[config.mk]
export PLATFORM = sky130hd
export DESIGN_NAME = digest_serializer
export DESIGN_NICKNAME = d
export VERILOG_FILES = /design/src/rtl/digest_serializer.sv
export SDC_FILE = /design/constraint.sdc
export NUM_CORES = 1
export LEC_CHECK = 0
export BUFFER_PORTS_ARGS = -buffer_cell sky130_fd_sc_hd__clkbuf_2
export CORE_AREA = 4 4 664 666
export CTS_CLUSTER_SIZE = 10
export DETAILED_ROUTE_END_ITERATION = 10
export DIE_AREA = 0 0 668 670
export PLACE_DENSITY = 0.3
export SETUP_SLACK_MARGIN = 0.1
export SLEW_MARGIN = 25
export SYNTH_ARGS = -nofsm -noshare
export SYNTH_HDL_FRONTEND = slang
export SYNTH_SLANG_ARGS = --single-unit
[constraint.sdc]
create_clock -name clk -period 5.95 [get_ports clk]
set_input_delay 0.8925 -clock clk [delete_from_list [all_inputs] [get_ports clk]]
set_output_delay 0.8925 -clock clk [all_outputs]
set_load 0.01 [all_outputs]
[src/rtl/digest_serializer.sv]
`default_nettype none
// ============================================================================
// Module   : digest_serializer
// Purpose  : Streams the first NWORDS 64-bit lanes of a Keccak permutation
//            result as digest words. A one-deep pending slot lets results
//            arrive back-to-back.
// Revision : 1.0 - initial release
// ============================================================================
module digest_serializer #(
    parameter int NWORDS = 4
) (
    input  logic          clk,
    input  logic          reset,
    input  logic          pushin,
    input  logic [1599:0] din,
    input  logic [7:0]    tagin,
    input  logic          stopin,
    output logic [63:0]   dout,
    output logic [7:0]    tagout,
    output logic [4:0]    dix,
    output logic          pushout,
    output logic          lastout,
    output logic          overflow
);

    localparam int         DW     = NWORDS * 64;
    localparam logic [0:0] ST_IDLE = 1'b0;
    localparam logic [0:0] ST_SEND = 1'b1;
    localparam logic [4:0] C_LAST  = 5'(NWORDS - 1);

    logic [0:0]    state_q, state_d;
    logic [DW-1:0] act_data_q, act_data_d;
    logic [7:0]    act_tag_q, act_tag_d;
    logic [DW-1:0] pend_data_q, pend_data_d;
    logic [7:0]    pend_tag_q, pend_tag_d;
    logic          pend_vld_q, pend_vld_d;
    logic [4:0]    cnt_q, cnt_d;
    logic          ovf_q, ovf_d;

    logic          w_send;
    logic          w_xfer;
    logic          w_final;
    logic [63:0]   w_lane;
    logic          w_din_unused;

    // Lanes at and above NWORDS are never stored, so they cannot reach dout.
    assign w_din_unused = ^din;

    assign w_send  = (state_q == ST_SEND);
    assign w_xfer  = w_send && !stopin;
    assign w_final = w_xfer && (cnt_q == C_LAST);

    always_comb begin
        state_d     = state_q;
        act_data_d  = act_data_q;
        act_tag_d   = act_tag_q;
        pend_data_d = pend_data_q;
        pend_tag_d  = pend_tag_q;
        pend_vld_d  = pend_vld_q;
        cnt_d       = cnt_q;
        ovf_d       = ovf_q;
        case (state_q)
            ST_IDLE: begin
                if (pushin) begin
                    act_data_d = din[DW-1:0];
                    act_tag_d  = tagin;
                    cnt_d      = '0;
                    state_d    = ST_SEND;
                end
            end
            ST_SEND: begin
                if (w_final) begin
                    cnt_d = '0;
                    if (pend_vld_q) begin
                        act_data_d = pend_data_q;
                        act_tag_d  = pend_tag_q;
                        pend_vld_d = pushin;
                        if (pushin) begin
                            pend_data_d = din[DW-1:0];
                            pend_tag_d  = tagin;
                        end
                    end else if (pushin) begin
                        act_data_d = din[DW-1:0];
                        act_tag_d  = tagin;
                    end else begin
                        state_d = ST_IDLE;
                    end
                end else begin
                    if (w_xfer) begin
                        cnt_d = cnt_q + 5'd1;
                    end
                    // A result arriving with both slots full is lost.
                    if (pushin) begin
                        if (!pend_vld_q) begin
                            pend_data_d = din[DW-1:0];
                            pend_tag_d  = tagin;
                            pend_vld_d  = 1'b1;
                        end else begin
                            ovf_d = 1'b1;
                        end
                    end
                end
            end
            default: state_d = ST_IDLE;
        endcase
    end

    always_ff @(posedge clk or negedge reset) begin
        if (!reset) begin
            state_q     <= ST_IDLE;
            act_data_q  <= '0;
            act_tag_q   <= '0;
            pend_data_q <= '0;
            pend_tag_q  <= '0;
            pend_vld_q  <= 1'b0;
            cnt_q       <= '0;
            ovf_q       <= 1'b0;
        end else begin
            state_q     <= state_d;
            act_data_q  <= act_data_d;
            act_tag_q   <= act_tag_d;
            pend_data_q <= pend_data_d;
            pend_tag_q  <= pend_tag_d;
            pend_vld_q  <= pend_vld_d;
            cnt_q       <= cnt_d;
            ovf_q       <= ovf_d;
        end
    end

    always_comb begin
        w_lane = '0;
        for (int i = 0; i < NWORDS; i++) begin
            if (cnt_q == 5'(i)) begin
                w_lane = act_data_q[i*64 +: 64];
            end
        end
    end

    assign pushout  = w_send;
    assign dout     = w_send ? w_lane : 64'd0;
    assign tagout   = w_send ? act_tag_q : 8'd0;
    assign dix      = cnt_q;
    assign lastout  = w_send && (cnt_q == C_LAST);
    assign overflow = ovf_q;

endmodule
`default_nettype wire
Yosys cells after proc, flatten, opt, wreduce, memory -nomap -nowiden. Cells that the tools add are included.

Output and inout bits: 80. Bits in registers: 536. Memory bits (writable): 0. Bits in read-only memories: 0. Memories kept: 0. Bits in latches: 0. Word-level logic and storage cells: 65. Bits of input ports: 1612.

Order comparisons: 0. Equality and inequality tests: 9. Reduce and logical (&&, ||, !) cells: 10. $mul: 0. Div/mod/pow operators: 0. Mux-type cells: 35. Shift-type cells: 0. Bitwise logic cells: 2. Add/sub/neg operators: 1.

Operators by type and width (count): 2-to-1 mux 256 bit (8); one-hot mux 256 bit (2 select lines) (1); 2-to-1 mux 64 bit (5); 2-to-1 mux 8 bit (9); one-hot mux 8 bit (2 select lines) (1); 2-to-1 mux 5 bit (3); equality test 5 x 2 -> 1 bit, second input constant (2); one-hot mux 5 bit (2 select lines) (1); 2-to-1 mux 1 bit (6); != test 2 bit, second input constant (3); adder 5 x 1 -> 5 bit, second input constant (1); equality test 5 x 1 -> 1 bit, second input constant (1); zero test 5 bit (1); AND reduction 5 bit (1); != test 2 x 1 -> 1 bit, second input constant (2); AND reduction 2 bit (2); AND reduction 4 bit (1); logical AND 1 bit (3); != test 3 x 1 -> 1 bit, second input constant (1); inverter 1 bit (2); one-hot mux 1 bit (2 select lines) (1); nonzero test 2 bit (1); zero test 1 bit (1).

Logic depth before layout (Yosys ltp). Gate-level depths: netlist of run 1.

Word-level depth: 6. Depth in mapped cells: 9. Mapped depth without buffers: 6.

Least setup slack after synthesis of run 1. Ideal clock, no wire load.

Path kind: register to output. Start point: register cnt_q[0], in the netlist dix[0]. End point: output port dout[10]. Arrival time: 2.124 ns. Stages on the path, launching flop included: 9. Path buffers: 3. Setup slack: 2.933 ns. Required time: 5.058 ns. Cells stage by stage: dfrtp_1 ha_1 or4b_1 buf_2 nor2_1 clkbuf_1 buf_1 nand2_1 o21ai_0.

Word-level cells in the longest chain between the ends: 6. Elaborated cells on any way between the ends: 9. Classes of those cells: 3 x eq/ne; 5 x mux; 1 x reduce/logical.

RTL lines: start: declaration (line 37) `logic [4:0] cnt_q, cnt_d;`; start signal: assignment (line 125) `cnt_q <= cnt_d;`; zero test 5 bit (line 133) `if (cnt_q == 5'(i)) begin`; 2-to-1 mux 64 bit (3 in series) (line 133); 2-to-1 mux 64 bit (*) (line 133); 2-to-1 mux 64 bit (*) (line 140) `assign dout = w_send ? w_lane : 64'd0;`; end: declaration (line 18) `output logic [63:0] dout,`.

Mark *: on every way between the ends. The rest lies on a longest branch, timed or not.

Worst setup path after layout of run 1.
Start point: register cnt_q[0], in the netlist dix[0]. End point: output port dout[60].

The elaborated chain is that of the path after synthesis.

==> impl_results.md, run 1 <==
- Critical Path RT: 5060 ps
- Yosys cell types: 33
- Initial antenna violation count: about 130
- Slowest cell on the critical path: or4b_4
- Mapped Area: between 0.02 and 0.03 mm²
- Via count: between 15000 and 20000
- Clk pwr share: between 20 and 30%
- Tot GR Track Use: 5.83%
- Synth Net Count: 3889
- Fmax: just under 0.2 GHz
- Warnings, synthesis: 0
- Arrival time at the worst endpoint: roughly 4200 ps
- # clock sinks: about 540
- GRT overflow: 0
- Worst Setup Path Type: flip-flop to primary output
- Post-CTS setup buffer count: 0
- Share of layout cells above drive strength 1: approximately two fifths
- Initial drt markers: 920
- Final worst path period need: between 5000 and 6000 ps
- Rows: 242
- Routed WL: about 130000 µm
- Outcome: finished clean
- Post_cts resized: 0
- Switching Share: 37.4%
- CTS tree: yes
- Hold_buf cts: 0
- CTS max path bufs: 3
- Routed len/inst: approximately 16 µm
- Post-synthesis adder-cell area fraction: less than 1%
- I/O pins: between 1500 and 2000
- Core area: roughly 0.43 mm²
- Hold Path Class: input pin to asynchronous set/reset pin
- Vias per cell: ~2.4
- Compound-Gate Fraction of Synth Area: 23.6%
- Slew HR: around an eighth
- Design Area, Final: roughly 0.037 mm²
- Full die area: 0.448 mm²
- Final TNS setup: 0 ps
- Leakage: about 14 nW
- CTS buffer count: 77
- CP max stage delay: between 600 and 700 ps
- Clock Root Buffer: clkbuf_16
- Layout overhead on the synthesized area: 42.6%
- CP endpoint kind: primary output
- DRT antenna net count: 0
- Residual DRC: 0
- Final worst slack: around 900 ps
- Seq/Total Area, Yosys: approximately half
- Worst slack, placed: about 1500 ps
- Post-DP HPWL: just over 90000 µm
- Clk slew on worst S/H paths: 60 ps
- Max FO, Critical Path: 31
- CTS H-tree lvls: 3
- First-pass GRT wire length: around 180000 µm
- Largest family of logic cells by synthesized area: compound AO/OA/AOI/OAI gates
- Layout net count: between 4000 and 5000
- Logic pwr share: between 30 and 40%
- First-pass DRT Iterations: 5
- Fill count: just over 50000
- CP cell instances: inv_1 -> ha_4 -> or4b_4 -> buf_4 -> buf_4 -> o21ai_0 -> o21ai_0 -> clkbuf_2
- Pwr dens: ~460 mW/mm²
- Total net switching power: 6.37 mW
- Mean Syn Cell Area: roughly 11 µm²
- Max_cap viols: 0
- Post-synthesis simple-gate area fraction: 9.14%
- Vias in the first global route: 21030
- Final slew viol count: 0
- Worst-Margin Slew: around 1300 ps
- Chip Height: between 600 and 700 µm
- RSZ-0062 raised after global routing: false
- Clock Latency Late Sink: roughly 700 ps
- Placed instance area: approximately 0.035 mm²
- Final worst path period share: 84.7%
- Mapped Cells: about 2300
- Die width: between 600 and 700 µm
- Post-synthesis mux area share: about 11%
- Placer's final routability congestion estimate: roughly 0.7
- Final Skew: just under 60 ps
- Largest net degree at the start of global routing: 129
- Port Buf Inserts: roughly 350
- Initial Util: ~6%
- Startpoint Class: flip-flop
- VDD IR max: approximately 0.19 mV
- Fin. Hold Viols: 0
- Internal power: around 11 mW
- Yosys reg bits: between 500 and 600
- Xor/xnor share of the synthesized area: less than 1%
- Setup-failing EPs final: 0
- Flop pwr share: between 30% and 40%
[power by group through the flow]
stage               sequential, mW  clock, mW  combinational [mW]
detailed placement            6.27          0                6.27
global placement              6.23          0                6.25
CTS                           6.22       4.96                6.30
finish                        6.23       4.73                6.07
floorplan                     6.00          0                3.92
global route                  6.41       5.06                6.70
[metal layers]
| metal | track usage, % | share of wire [%] | vias up |
|---|---|---|---|
| met5 | 0 | 0.31 | - |
| met3 | 2.91 | 10 | 267 |
| met4 | 2.13 | 3.5 | 64 |
| li1 | - | - | 8929 |
| met1 | 7.04 | 42 | 10195 |
| met2 | 8.84 | 44 | 532 |
[cells by family (layout without fill, tap and decap cells)]
family	Yosys count	count (layout)
other	0	30
AND/OR/NAND/NOR	438	438
AO/OA/AOI/OAI	797	797
XOR/XNOR	2	2
flip-flops	536	536
adder cells (fa/ha/maj)	4	4
buffers and inverters	231	538
multiplexers	265	265
[area by class of cell]
class | count | area, µm² | area share [%]
Clock buffer | 116 | 2260 | 6.08
Antenna cell | 30 | 75.1 | 0.202
Inverter | 3 | 11.3 | 0.0302
Sequential cell | 536 | 13400 | 36.0
Timing Repair Buffer | 399 | 2340 | 6.28
Tap cell | 5734 | 7170 | 19.3
Clock inverter | 20 | 300 | 0.806
Multi-Input combinational cell | 1506 | 11700 | 31.3
[worst max-delay path: cells and delay by family (launching register included)]
kind	cells	cell delay, ps
fa+ha+maj	1	440
simple gates	1	690
flops	1	510
compound gates	2	730
buf+inv	4	1040
[cells in the final DEF, fill, tap and decap left out, drive strengths merged, types with 2 or more instances in the layout]
cell	count
clkinvlp	2
and3	256
diode	30
inv	5
nand2	71
nand3	2
buf	54
xnor2	2
bufinv	3
or3	3
o2bb2ai	256
nor2	78
nor3	2
a21oi	395
nand3b	8
and2	11
mux2	265
nor3b	3
clkbuf	461
dfrtp	536
o21ai	141
clkinv	13
or4b	2
ha	4
[metrics by stage]
step	hold slack (ps)	power [mW]	util [%]	std cells
final	164	17.0	8.58	8344
after global placement	468	12.5	7.97	8178
after CTS	138	17.5	8.56	8314
after detailed placement	472	12.5	7.97	8178
after global routing	153	18.2	8.56	8322
after floorplan	451	9.93	-	2273
[state kept, by name (all words and copies together) (netlist names)]
| register | flops |
|---|---|
| pushout | 1 |
| overflow | 1 |
| pend_vld_q | 1 |
| pend_data_q | 256 |
| dix | 5 |
| pend_tag_q | 8 |
| act_tag_q | 8 |
| act_data_q | 256 |
[cell usage after synthesis, drive strengths merged]
master	instances	share of area [%]
dfrtp	536	51
and3	256	6.1
o21ai	141	2.7
nor2	78	1.1
inv	3	0.043
nand3b	8	0.23
nor3	2	0.038
clkbuf	163	2.3
buf	65	1.9
o21bai	1	0.029
and2	11	0.27
a21boi	1	0.029
nand3	2	0.038
nand2	71	1.0
nand2b	1	0.024
a22o	1	0.034
or4b	2	0.077
a211oi	1	0.029
a21oi	395	7.6
o2bb2ai	256	13
nand4	1	0.024
or3	3	0.072
xnor2	2	0.067
mux2	265	11
o22a	1	0.034
ha	4	0.19
nor3b	3	0.086
[path summary, 6_finish.rpt]
| kind | start | to | slack, ps | depth (start not counted) |
|---|---|---|---|---|
| setup / recovery | dix[0] | dout[60] | 910 | 8 |
| hold / removal | reset | pend_tag_q[6] | 160 | 1 |
| setup reg to reg | dix[0] | act_data_q[201] | 2290 | 6 |
| hold reg to reg | act_data_q[171] | act_data_q[171] | 480 | 1 |
| max in group asynchronous | reset | act_data_q[11] | 4450 | 2 |
| min in group clk | din[120] | pend_data_q[120] | 450 | 2 |
Power figures use the tool's default switching activity.
==> inputs of run 2 (changes only) <==
- CORE_AREA: 4 4 664 666 -> 4 4 652 654
- DIE_AREA: 0 0 668 670 -> 0 0 656 658
- clock period: 5.95 -> 4.31 ns (I/O delays scaled with it)
==> run 2 against run 1 <==
Global-route usage grew 0.21 points. Non-clock buffer count grew 26. Worst hold slack gained 47 ps. First-iteration DRC count grew 15%. Clock-buffer cell count shrank 3. Critical path type unchanged. Critical endpoint is now dout[54]. Largest cell class unchanged.
==> impl_results.md, run 2 (synthesis gave the netlist of run 1 again) <==
- Outcome: finished clean
- CP endpoint kind: primary output
- Commonest non-fill, non-tap cell in the layout: dfrtp_1
- Vias in the first global route: 21146 (+0.55%)
- Hold Path Class: input pin to flip-flop
- Residual DRC: 0 (unchanged)
- Chip Height: 658 µm (-1.8%)
- Final worst slack: 281 ps (-628 ps)
- Routed len/inst: 16.4 µm (+2.3%)
- Worst slack, placed: 400 ps (-1130 ps)
- Clock Root Buffer: clkbuf_16
- Vias per cell: 2.46 (+2.8%)
- Regs by FF count: act_data_q x256, pend_data_q x256
- Flop pwr share: 36.5% (about the same)
- Rows: 238 (-1.7%)
- GRT overflow: 0 (unchanged)
- # clock sinks: 536 (unchanged)
- Clk slew on worst S/H paths: 60 ps (about the same)
- Full die area: 0.432 mm² (-3.6%)
- Inst Count DP: 7985 (-2.4%)
- Max_cap viols: 0 (unchanged)
- Clk pwr share: 26.9% (-0.9 points)
- Met3 Use GR: 2.97% (+0.055 points)
- Setup-failing EPs final: 0 (unchanged)
- Final TNS setup: 0 ps (unchanged)
- Final Instance Count excl. Fillers: 8159 (-2.2%)
- Logic pwr share: 36.6% (+1.0 points)
- Leakage: 14.4 nW (+1.3%)
- Die width: 656 µm (-1.8%)
- Worst Setup Path Type: flip-flop to primary output
- Largest net degree at the start of global routing: 147 (+14%)
- Initial antenna violation count: 130 (-0.76%)
- Pwr dens: 630 mW/mm² (+38%)
- Switching Share: 37.3% (-0.12 points)
- CTS tree: yes
- Fin. Hold Viols: 0 (unchanged)
- Power consumption: 23.5 mW (+38%)
- Tot GR Track Use: 6.04% (+0.21 points)
- Initial drt markers: 1062 (+15%)
- I/O pins: 1692 (unchanged)
- Routed WL: 134000 µm (about the same)
- Worst-Margin Slew: 914 ps (-391 ps)
- First-pass GRT wire length: 184000 µm (+0.37%)
- Final worst path period share: between 90% and 100%
- Placer's final routability congestion estimate: 0.705 (+0.30%)
- Core area: 0.419 mm² (-3.4%)
- Share of layout cells above drive strength 1: 38.6% (+0.60 points)
- VDD IR max: 0.263 mV (+37%)
- Layout net count: 4165 (+0.63%)
- Critical Path RT: 3660 ps (-1400 ps)
- Final Skew: 48.1 ps (-11.3 ps)
- Internal power: 14.7 mW (+38%)
- Max FO, Critical Path: 22 (-29%)
- RSZ-0062 raised after global routing: false
- Clock Latency Late Sink: 680 ps (about the same)
- Fmax: 0.248 GHz
- Via count: 20082 (+0.48%)
- Fill count: 48438 (-3.9%)
- Initial Util: 6.23% (+0.21 points)
- Routing usage on met1: 7.14% (+0.095 points)
- DRT antenna net count: 0 (unchanged)
- CTS max path bufs: 3 (unchanged)
- Layout overhead on the synthesized area: 43.0%
- Post-DP HPWL: 91000 µm (-1.6%)
- First-pass DRT Iterations: 5 (unchanged)
- Startpoint Class: flip-flop
- CTS H-tree lvls: 3 (unchanged)
- Port Buf Inserts: 347 (unchanged)
- GRT busiest layer: met2
- Arrival time at the worst endpoint: 3380 ps (-770 ps)
- Commonest non-fill, non-tap cells in the layout: dfrtp_1, a21oi_1, clkbuf_2
- Met2 usage: 9.36% (+0.51 points)
- Final worst path period need: slightly above 4000 ps
- CTS buffer count: 75 (-2.6%)
- Final slew viol count: 0 (unchanged)
- Slew HR: 38.4% (+25 points)
- Total net switching power: 8.77 mW (+38%)
==> run 2: worst max-delay path, cell delays in order (launching register included) <==
cell and delay [ps]:
dfrtp_2 480, inv_1 150, ha_4 160, or4b_4 670
o21ai_0 810, o21ai_0 230, clkbuf_2 190
==> run 2: worst paths after layout <==
check	from	end	slack [ps]	cells after the start
max reg2reg	dix[1]	act_data_q[154]	800	6
max in group asynchronous	reset	act_data_q[74]	2450	3
min in group asynchronous	reset	act_data_q[246]	620	2
min reg2reg	overflow	overflow	480	1
max	dix[0]	dout[54]	280	6
min	din[77]	pend_data_q[77]	210	2
==> run 2: repair_timing <==
| action | 4_1_cts | 5_1_grt |
|---|---|---|
| setup buffers | 3 | 0 |
| cloned | 3 | 0 |
| hold endpoints to repair | 12 | 0 |
| hold buffers | 1 | 0 |
| resized for setup | 3 | 2 |
| pin swaps | 3 | 1 |
| endpoints found under the setup margin | 44 | 9 |
==> run 2: layout make-up <==
type / instances / area, µm² / share of cell area (%)
Inverter: 3 / 11.3 / 0.0301
Multi-Input combinational cell: 1508 / 11700 / 31.3
Tap cell: 5520 / 6910 / 18.5
Antenna cell: 32 / 80.1 / 0.214
Clock inverter: 22 / 298 / 0.797
Clock buffer: 113 / 2170 / 5.81
Sequential cell: 536 / 13400 / 35.9
Timing Repair Buffer: 425 / 2770 / 7.42
==> run 2: layer usage <==
layer	wire length (µm)	vias up
met2	59800	558
li1	-	8982
met4	4750	48
met1	56000	10233
met5	321	-
met3	13200	261
==> run 2: stage by stage <==
step                cell area [µm²]  utilization (%)  hold WS, ps
floorplan                     26100                -          351
finish                        37300             8.91          211
global route                  37300             8.89          141
global placement              34700             8.27          468
CTS                           37300             8.89          116
detailed placement            34700             8.28          469
==> run 2: power groups by stage <==
| stage | logic (mW) | registers (mW) | clock network, mW |
|---|---|---|---|
| after floorplan | 5.42 | 8.29 | 0 |
| after global placement | 8.73 | 8.59 | 0 |
| after detailed placement | 8.76 | 8.65 | 0 |
| after CTS | 8.93 | 8.58 | 6.65 |
| after global routing | 9.48 | 8.85 | 6.79 |
| final | 8.60 | 8.59 | 6.33 |
==> inputs of run 3 (changes only) <==
--- a/config.mk
+++ b/config.mk
@@ -8,6 +8,7 @@
 export BUFFER_PORTS_ARGS = -buffer_cell sky130_fd_sc_hd__clkbuf_2
-export CORE_AREA = 4 4 652 654
+export CORE_AREA = 4 4 663 665
+export CTS_BUF_LIST = sky130_fd_sc_hd__clkbuf_4 sky130_fd_sc_hd__clkbuf_8
 export CTS_CLUSTER_SIZE = 10
 export DETAILED_ROUTE_END_ITERATION = 10
-export DIE_AREA = 0 0 656 658
+export DIE_AREA = 0 0 667 669
 export PLACE_DENSITY = 0.3
==> constraint.sdc (replaced) <==
create_clock -name clk -period 4.31 [get_ports clk]
set_input_delay 0.2155 -clock clk [delete_from_list [all_inputs] [get_ports clk]]
set_output_delay 0.2155 -clock clk [all_outputs]
set_load 0.01 [all_outputs]
==> run 3 against run 2 <==
Cell area grew 9.0%. Clock power is essentially flat. Register-to-register slack lost 330 ps. Setup slack gained 95 ps. Maximum frequency grew 2.4%. Non-clock buffer count grew 294. Sequential share of layout area shrank 3.0 points. Die area grew 3.4%. Combinational power grew 2%. Critical endpoint is now dout[60]. Largest cell class unchanged.
==> impl_results.md, run 3 (synthesis gave the netlist of run 1 again) <==
- Routed WL: 137000 µm (+2.2%)
- Largest net degree at the start of global routing: 105 (-29%)
- First-pass DRT Iterations: 5 (unchanged)
- Final slew viol count: 0 (unchanged)
- Fill count: 50179 (+3.6%)
- # clock sinks: 536 (unchanged)
- GRT busiest layer: met2
- GRT overflow: 0 (unchanged)
- Slew HR: 35.7% (-2.7 points)
- Full die area: 0.446 mm² (+3.4%)
- Layout overhead on the synthesized area: 55.9%
- Final worst path period share: 91.3% (-2.2 points)
- Routed len/inst: 15.7 µm (-4.7%)
- Critical R2R Capture: act_data_q[157]
- Setup-failing EPs final: 0 (unchanged)
- Crit path buffers/inverters: 2 (unchanged)
- WHS Endpoint: pend_data_q[211]
- Hold Crit Start: din[211]
- VDD IR max: 0.259 mV (-1.5%)
- Pwr dens: 582 mW/mm² (-7.6%)
- Arrival time at the worst endpoint: 3720 ps (+340 ps)
- CTS buffer count: 115 (+53%)
- Fmax: 0.254 GHz (+2.4%)
- First-pass GRT wire length: 189000 µm (+3.0%)
- Critical Path RT: 4090 ps (+430 ps)
- DRT antenna net count: 0 (unchanged)
- Clock Root Buffer: clkbuf_8
- Fin. Hold Viols: 0 (unchanged)
- Met2 usage: 9.44% (+0.086 points)
- Via count: 21560 (+7.4%)
- Vias per cell: 2.47 (+0.20%)
- CTS max path bufs: 3 (unchanged)
- Commonest non-fill, non-tap cells in the layout: dfrtp_1, a21oi_1, clkbuf_2
- Worst-Margin Slew: 965 ps (+50.8 ps)
- Max FO, Critical Path: 26 (+18%)
- Residual DRC: 0 (unchanged)
- Final TNS setup: 0 ps (unchanged)
- Sequential cell area: 0.0134 mm² (about the same)
- Rows: 242 (+1.7%)
- Clock Latency Late Sink: 870 ps (+190 ps)
- Startpoint Class: flip-flop
- Initial Util: 6.02% (-0.21 points)
- Met3 Use GR: 2.41% (-0.56 points)
- Worst Setup Path Type: flip-flop to primary output
- Placed instance area: 0.0348 mm² (+0.40%)
- Tot GR Track Use: 5.99% (-0.048 points)
- Worst r2r path cells: 6 (unchanged)
- RSZ-0062 raised after global routing: false
- Layout net count: 4498 (+8.0%)
- Vias in the first global route: 22647 (+7.1%)
- R2R Path Start: dix[1]
- I/O pins: 1692 (unchanged)
- Area occupied by multi-input gates: 0.0117 mm² (-0.20%)
- Port Buf Inserts: 347 (unchanged)
- Post-DP HPWL: 94200 µm (+3.5%)
- CTS H-tree lvls: 3 (unchanged)
- Clk slew on worst S/H paths: 60 ps (about the same)
- Commonest non-fill, non-tap cell in the layout: dfrtp_1
- CP cell instances: or3_4 -> nor3b_2 -> buf_12 -> a21oi_1 -> o21ai_0 -> clkbuf_2
- Routing usage on met1: 7.30% (+0.17 points)
- Die width: 667 µm (+1.7%)
- Hold Path Class: input pin to flip-flop
- Final worst path period need: 3930 ps (-95.1 ps)
- Worst path top cell family by delay: simple AND/OR/NAND/NOR gates
- CP max stage delay: 650 ps (-160 ps)
- Design Area, Final: 0.0407 mm² (+9.0%)
- Leakage: 15.8 nW (+9.7%)
- Placer's final routability congestion estimate: 0.688 (-2.4%)
- Worst Hold Path Cells: 3 (+1)
- Outcome: finished clean
- CTS tree: yes
- Initial antenna violation count: 116 (-11%)
- Chip Height: 669 µm (+1.7%)
- Initial drt markers: 1061 (-0.094%)
- Share of layout cells above drive strength 1: 36.8% (-1.8 points)
- R2R setup slack: 470 ps (-330 ps)
- Core area: 0.434 mm² (+3.4%)
- CP endpoint kind: primary output
- Slowest cell on the critical path: or3_4
- Final Skew: 104 ps (+55.8 ps)
- Max_cap viols: 0 (unchanged)
- Regs by FF count: act_data_q x256, pend_data_q x256
run 3: cell types whose count changed in the layout (fill, tap and decap cells not counted), moves of 2 or more:
cell and change:
buf_12 -4, inv_12 +2, clkinv_4 -3, clkinv_2 +4, dlygate4sd3_1 +301, buf_4 -3
diode_2 +3, inv_6 -3, clkbuf_16 -75, clkbuf_8 +133, clkinv_16 +2, clkbuf_1 -23
clkbuf_4 +39
run 3: worst register-to-register path: stages, from the launching register on:
cell       delay [ps]
dfrtp_1           510
ha_1              260
or4b_4            630
and2_2            530
or3_4             760
buf_12            350
o2bb2ai_1         620
run 3: routing by layer:
metal | part of all wire [%] | wire (µm)
met5 | 0.22 | 296
met3 | 8.2 | 11200
met4 | 3.6 | 4930
met2 | 45 | 62300
met1 | 43 | 58300
run 3: layout make-up:
cell class	instances	area share [%]
Sequential cell	536	33.0
Multi-Input combinational cell	1507	28.7
Tap cell	5734	17.6
Timing Repair Buffer	719	13.9
Clock buffer	186	5.69
Clock inverter	22	0.845
Antenna cell	35	0.215
Inverter	3	0.0277
run 3: through the flow:
| stage | setup slack, ps | utilization [%] | power, mW | std cells | hold WS [ps] |
|---|---|---|---|---|---|
| after global placement | 957 | 8.03 | 17.2 | 8190 | 324 |
| after floorplan | 1880 | - | 13.7 | 2273 | -80.1 |
| final | 376 | 9.39 | 23.7 | 8742 | 168 |
| after CTS | 129 | 9.37 | 24.4 | 8707 | 4.36 |
| after detailed placement | 917 | 8.03 | 17.3 | 8190 | 331 |
| after global routing | 128 | 9.37 | 25.4 | 8717 | 74.1 |
run 3: power breakdown:
group	internal [mW]	leakage, nW	switching [mW]
Sequential	7.27	6.70	1.31
Clock	3.67	1.40	2.68
Combinational	3.87	7.72	4.86
run 3: what timing repair did:
action                                  CTS  global route
hold endpoints to repair                744             0
cloned                                    1             0
pin swaps                                 1             0
buffers inserted                          5             0
hold buffers                            303             0
endpoints found under the setup margin    6             2
resized for setup                         2             2
run 3: how the worst max path moves through the flow:
stage,from,cells after the start,end
floorplan,dix[0],9,act_data_q[0]
global placement,dix[0],6,act_data_q[207]
detailed placement,dix[1],6,act_data_q[198]
CTS,dix[2],6,dout[60]
global route,dix[2],6,dout[28]
finish,dix[2],6,dout[60]
